==> config.mk <==
export PLATFORM = sky130hd
export DESIGN_NAME = ysyx_22050535_seq_ctrl
export DESIGN_NICKNAME = d
export VERILOG_FILES = /design/src/rtl/ysyx_22050535_seq_ctrl_pkg.sv /design/src/rtl/ysyx_22050535_instret_cnt.sv /design/src/rtl/ysyx_22050535_seq_ctrl.sv
export SDC_FILE = /design/constraint.sdc
export NUM_CORES = 1
export LEC_CHECK = 0
export CORE_UTILIZATION = 25
export DETAILED_ROUTE_END_ITERATION = 7
export SLEW_MARGIN = 0
export SYNTH_ARGS = -nofsm -noshare
export SYNTH_HDL_FRONTEND = slang
export SYNTH_SLANG_ARGS = --single-unit
==> constraint.sdc <==
create_clock -name clk -period 3.8 [get_ports clk]
set_input_delay 0.38 -clock clk [delete_from_list [all_inputs] [get_ports clk]]
set_output_delay 0.38 -clock clk [all_outputs]
set_load 0.01 [all_outputs]
==> src/rtl/ysyx_22050535_seq_ctrl_pkg.sv <==
// Shared widths and controller state encoding for the NPC multi-cycle sequencer.
package ysyx_22050535_seq_ctrl_pkg;

   localparam int unsigned DEF_ADDR_WIDTH   = 32;
   localparam int unsigned DEF_INST_WIDTH   = 32;
   localparam int unsigned DEF_CNT_WIDTH    = 64;
   localparam int unsigned CTRL_STATE_WIDTH = 3;

   // Encoding 7 is deliberately left unused; the FSM treats it as a fault.
   typedef enum logic [CTRL_STATE_WIDTH-1:0] {
      STATE_FETCH_REQ  = 3'd0,
      STATE_FETCH_WAIT = 3'd1,
      STATE_DECODE     = 3'd2,
      STATE_EXEC       = 3'd3,
      STATE_WB         = 3'd4,
      STATE_HALT       = 3'd5,
      STATE_FAULT      = 3'd6
   } ctrl_state_e;

endpackage

==> src/rtl/ysyx_22050535_instret_cnt.sv <==
// Retired-instruction counter: synchronous active-low clear, wraps modulo 2^CNT_WIDTH.
module ysyx_22050535_instret_cnt
   import ysyx_22050535_seq_ctrl_pkg::*;
#(
   parameter int unsigned CNT_WIDTH = DEF_CNT_WIDTH
) (
   input  logic                 clk,
   input  logic                 rst,
   input  logic                 inc,
   output logic [CNT_WIDTH-1:0] count
);

   always_ff @(posedge clk) begin
      if (!rst) begin
         count <= '0;
      end else if (inc) begin
         count <= count + CNT_WIDTH'(1);
      end
   end

endmodule

==> src/rtl/ysyx_22050535_seq_ctrl.sv <==
// Multi-cycle fetch/decode/exec/writeback sequencer for the NPC datapath.
// Gates RF and PC writes to one pulse per retired instruction; halts on ebreak or fetch fault.
module ysyx_22050535_seq_ctrl
   import ysyx_22050535_seq_ctrl_pkg::*;
#(
   parameter int unsigned ADDR_WIDTH = DEF_ADDR_WIDTH,
   parameter int unsigned INST_WIDTH = DEF_INST_WIDTH,
   parameter int unsigned CNT_WIDTH  = DEF_CNT_WIDTH
) (
   input  logic                        clk,
   input  logic                        rst,
   input  logic                        run_en,
   input  logic [ADDR_WIDTH-1:0]       pc,
   output logic                        ifu_req_valid,
   input  logic                        ifu_req_ready,
   output logic [ADDR_WIDTH-1:0]       ifu_req_addr,
   input  logic                        ifu_resp_valid,
   input  logic [INST_WIDTH-1:0]       ifu_resp_inst,
   input  logic                        ifu_resp_err,
   output logic [INST_WIDTH-1:0]       inst_q,
   input  logic                        is_ebreak,
   output logic                        exu_start,
   input  logic                        exu_done,
   output logic                        rf_wen,
   output logic                        pc_wen,
   output logic                        halted,
   output logic                        fault,
   output logic [CNT_WIDTH-1:0]        instret,
   output logic [CTRL_STATE_WIDTH-1:0] state_o
);

   ctrl_state_e state;
   ctrl_state_e state_next;

   logic exec_seen;
   logic inst_load;
   logic halt_set;
   logic fault_set;
   logic cnt_inc;

   // State register
   always_ff @(posedge clk) begin
      if (!rst) begin
         state <= STATE_FETCH_REQ;
      end else begin
         state <= state_next;
      end
   end

   // Next-state logic
   always_comb begin
      state_next = state;
      case (state)
         STATE_FETCH_REQ: begin
            if (run_en && ifu_req_ready) begin
               state_next = STATE_FETCH_WAIT;
            end
         end
         STATE_FETCH_WAIT: begin
            if (ifu_resp_valid) begin
               state_next = ifu_resp_err ? STATE_FAULT : STATE_DECODE;
            end
         end
         STATE_DECODE: begin
            state_next = is_ebreak ? STATE_HALT : STATE_EXEC;
         end
         STATE_EXEC: begin
            if (exu_done) begin
               state_next = STATE_WB;
            end
         end
         STATE_WB:    state_next = STATE_FETCH_REQ;
         STATE_HALT:  state_next = STATE_HALT;
         STATE_FAULT: state_next = STATE_FAULT;
         default:     state_next = STATE_FAULT;
      endcase
   end

   // Output and datapath-enable decode
   always_comb begin
      ifu_req_valid = 1'b0;
      exu_start     = 1'b0;
      rf_wen        = 1'b0;
      pc_wen        = 1'b0;
      inst_load     = 1'b0;
      halt_set      = 1'b0;
      fault_set     = 1'b0;
      cnt_inc       = 1'b0;
      case (state)
         STATE_FETCH_REQ: begin
            ifu_req_valid = run_en;
         end
         STATE_FETCH_WAIT: begin
            inst_load = ifu_resp_valid && !ifu_resp_err;
            fault_set = ifu_resp_valid && ifu_resp_err;
         end
         STATE_DECODE: begin
            halt_set = is_ebreak;
            cnt_inc  = is_ebreak;
         end
         STATE_EXEC: begin
            exu_start = !exec_seen;
         end
         STATE_WB: begin
            rf_wen  = 1'b1;
            pc_wen  = 1'b1;
            cnt_inc = 1'b1;
         end
         STATE_HALT, STATE_FAULT: begin
         end
         default: begin
            fault_set = 1'b1;
         end
      endcase
   end

   // exec_seen is low only on the first EXEC cycle, which makes exu_start a single pulse.
   always_ff @(posedge clk) begin
      if (!rst) begin
         inst_q    <= '0;
         halted    <= 1'b0;
         fault     <= 1'b0;
         exec_seen <= 1'b0;
      end else begin
         if (inst_load) begin
            inst_q <= ifu_resp_inst;
         end
         if (halt_set) begin
            halted <= 1'b1;
         end
         if (fault_set) begin
            fault <= 1'b1;
         end
         exec_seen <= (state == STATE_EXEC);
      end
   end

   assign ifu_req_addr = pc;
   assign state_o      = state;

   ysyx_22050535_instret_cnt #(
      .CNT_WIDTH(CNT_WIDTH)
   ) u_instret (
      .clk  (clk),
      .rst  (rst),
      .inc  (cnt_inc),
      .count(instret)
   );

endmodule

==> results.cfg <==
[run]
drv_cap = 0

[logic_synthesis]
ys_seq_area_share_pct = 43.0
yosysMostFrequentCell = dfxtp_1
yosys_warnings = 0
ys_async_sr_fraction_pct = 0
synth_area_leaders = dfxtp_1, nand2_1, a21oi_1
netlist_area_um2 = 4750
syn-mean-instance-area_um2 = 8.15
synth_cells = 582
netlist.area_leader.share_pct = 43.0
synth_edf_count = 0
yosys-top-cells-count = dfxtp_1, nand2_1, a21oi_1
synth_cell_types = 46
synth-seq-cells = 102
synth_nets = 655
synth.largest_area_cell = dfxtp_1
ys.flop_type = dfxtp_1

[power_and_ir_drop]
leakagePower_uw = 0.00196
combPwrFrac_pct = 9.6
p_int_uw = 1660
pwr-share-seq_pct = 50.1
p_sw_uw = 582
power_frac_clock_pct = 40.4
peakVddDrop_mv = 0.215
swShare_pct = 26.0
powerDensity_nw_per_um2 = 349

[sta]
finalSetupViolCount = 0
worst_slew_pin_slew_ns = 0.763
max-slew-margin-rel_pct = 48.9
tns_ns = 0
period_needed_ns = 2.54
rsz0062_at_grt = no
final_hold_viol_count = 0
worst_slack_ns = 1.26
timing.fmax_mhz = 393
min_period_over_period_pct = 66.9
drv_slew = 0
skew_ns = 0.00982
fin_hold_ws_ns = 0.453

[detailed_routing]
drc = 0
wl_per_cell_um = 14.0
drtAntennaViolNets = 0
initialDrtViolationCount = 218
vias = 4368
routed_wl_um = 12900
firstDrtPassIters = 4
avgViaCountPerCell = 4.77

[critical_path]
worstPathArrival_ns = 2.82
critPathLaunch = state_o[2]
r2r-start = state_o[2]
end_kind = flop
cp_slowest_cell = or4_1
cp.required_ns = 4.08
r2r_cells = 5
timing.critical_path.buf_inv = 0
critPathTopFamily = simple AND/OR/NAND/NOR gates
max_stage_delay_ns = 0.64
worst-path-max-fanout = 27
start_kind = flop
timing.rr.end = u_instret.count[37]
crit_chain = nor3b_4, o21a_2, nand3_2, or4_1, a21oi_1
path_class = flop to flop
ff2ff_setup_slack_ns = 1.26

[min_path]
min_to = inst_q[14]
worstHoldStart = inst_q[14]
hp-class = flop to flop
worstHoldPathCells = 2

[clocking]
clk_pin_slew_ns = 0.07
cts_buffers = 9
htree_levels = 3
cts.sinks = 102
cts_setup_buffers = 0
cts_root_buf = clkbuf_16
hold_buffers = 0
cts_tree = built
clk_path_buf_depth = 2
ctsResizeCount = 0
clk_latency_ns = 0.36

[final_layout]
diodes = 0
fin_util_pct = 34.4
drive_gt1_share_pct = 4.25
area_growth_pct = 35.1
finalInstanceArea_um2 = 6410
nets = 751

[global_route]
grt_pass1_vias = 4054
antenna_found_initial = 0
grt_max_degree = 56
grt_pass1_wl_um = 21300
grt_overflow_total = 0
grt_util_all_layers_pct = 13.5

[placed_design]
dp_hpwl_um = 8930
placedInstanceArea_um2 = 6130
dp_slack_ns = 1.05
io_buffers = 144
gp_congestion = 0.760

[floorplan]
die_h_um = 140
dieArea_um2 = 19500
core_um2 = 18600
start_util_pct = 25.5
rows = 50
io-pin-count = 209
die_w_um = 140

[outcome]
status = finished, final reports clean
[metal layers]
layer	up-vias	share of wire, %	GRT usage (%)
li1	2219	-	-
met1	2000	47	17.8
met2	131	43	19.7
met3	18	8.1	5.57
met4	0	1.5	4.57
met5	-	0	0
[worst min-delay path, stage by stage (launching register included)]
cell	delay (ns)
dfxtp_1	0.31
nand2_1	0.05
a21oi_1	0.05
[area by class of cell]
| type | instances | area, um^2 |
|---|---|---|
| clock buffers | 9 | 225 |
| clock inverters | 6 | 55.1 |
| fillers | 1980 | 12200 |
| inverters | 9 | 33.8 |
| multi-input cells | 406 | 2280 |
| flip-flops and latches | 102 | 2040 |
| well taps | 234 | 293 |
| repair buffers | 150 | 1490 |
[cells by family after synthesis]
logic type                 count (synthesis)  share of synthesized area (%)
buffers and inverters                     74                           9.02
muxes                                      1                          0.211
DFF                                      102                           43.0
adders and majority gates                  1                          0.264
xor gates and xnor gates                  26                           4.80
and+or+nand+nor                          258                           27.9
AOI/OAI and AO/OA                        120                           14.8
[sequential cells by signal (all words and copies together), names as in the netlist]
signal and cells:
exec_seen 1, halted 1, inst_q 32, u_instret.count 64
fault 1, state_o 3
[cell usage in the layout, fill, tap and decap left out, types with 10 or more instances in the layout]
cell type,Yosys,final
clkdlybuf4s50_1,0,144
dfxtp_1,102,102
nand2_1,98,98
a21oi_1,67,67
nor2_1,39,39
nand3_1,20,20
o21ai_0,20,20
nand4_1,18,18
or3_1,17,17
xnor2_1,17,17
o31ai_1,16,16
or4_1,16,16
nor3_1,15,15
nor4_1,10,10
[metrics by stage]
stage | total power [uW] | cells
6_report | 2240 | 916
3_5_place_dp | 1360 | 901
4_1_cts | 2280 | 916
5_1_grt | 2350 | 916
3_3_place_gp | 1360 | 901
2_1_floorplan | 1280 | 582
[how the worst max path moves through the flow]
| stage | to | slack (ns) | cells after the start |
|---|---|---|---|
| global placement | u_instret.count[55] | 1.10 | 6 |
| finish | u_instret.count[37] | 1.26 | 5 |
| CTS | u_instret.count[37] | 1.25 | 5 |
| detailed placement | u_instret.count[53] | 1.05 | 6 |
| floorplan | u_instret.count[63] | 1.75 | 7 |
| global route | u_instret.count[51] | 1.07 | 5 |
[power groups by stage]
stage	clock (uW)	sequential (uW)	combinational (uW)
finish	904	1120	214
floorplan	0	1140	142
global route	984	1130	236
detailed placement	0	1150	215
global placement	0	1150	215
CTS	943	1120	216
No activity file was read; power rests on OpenSTA's default activity.
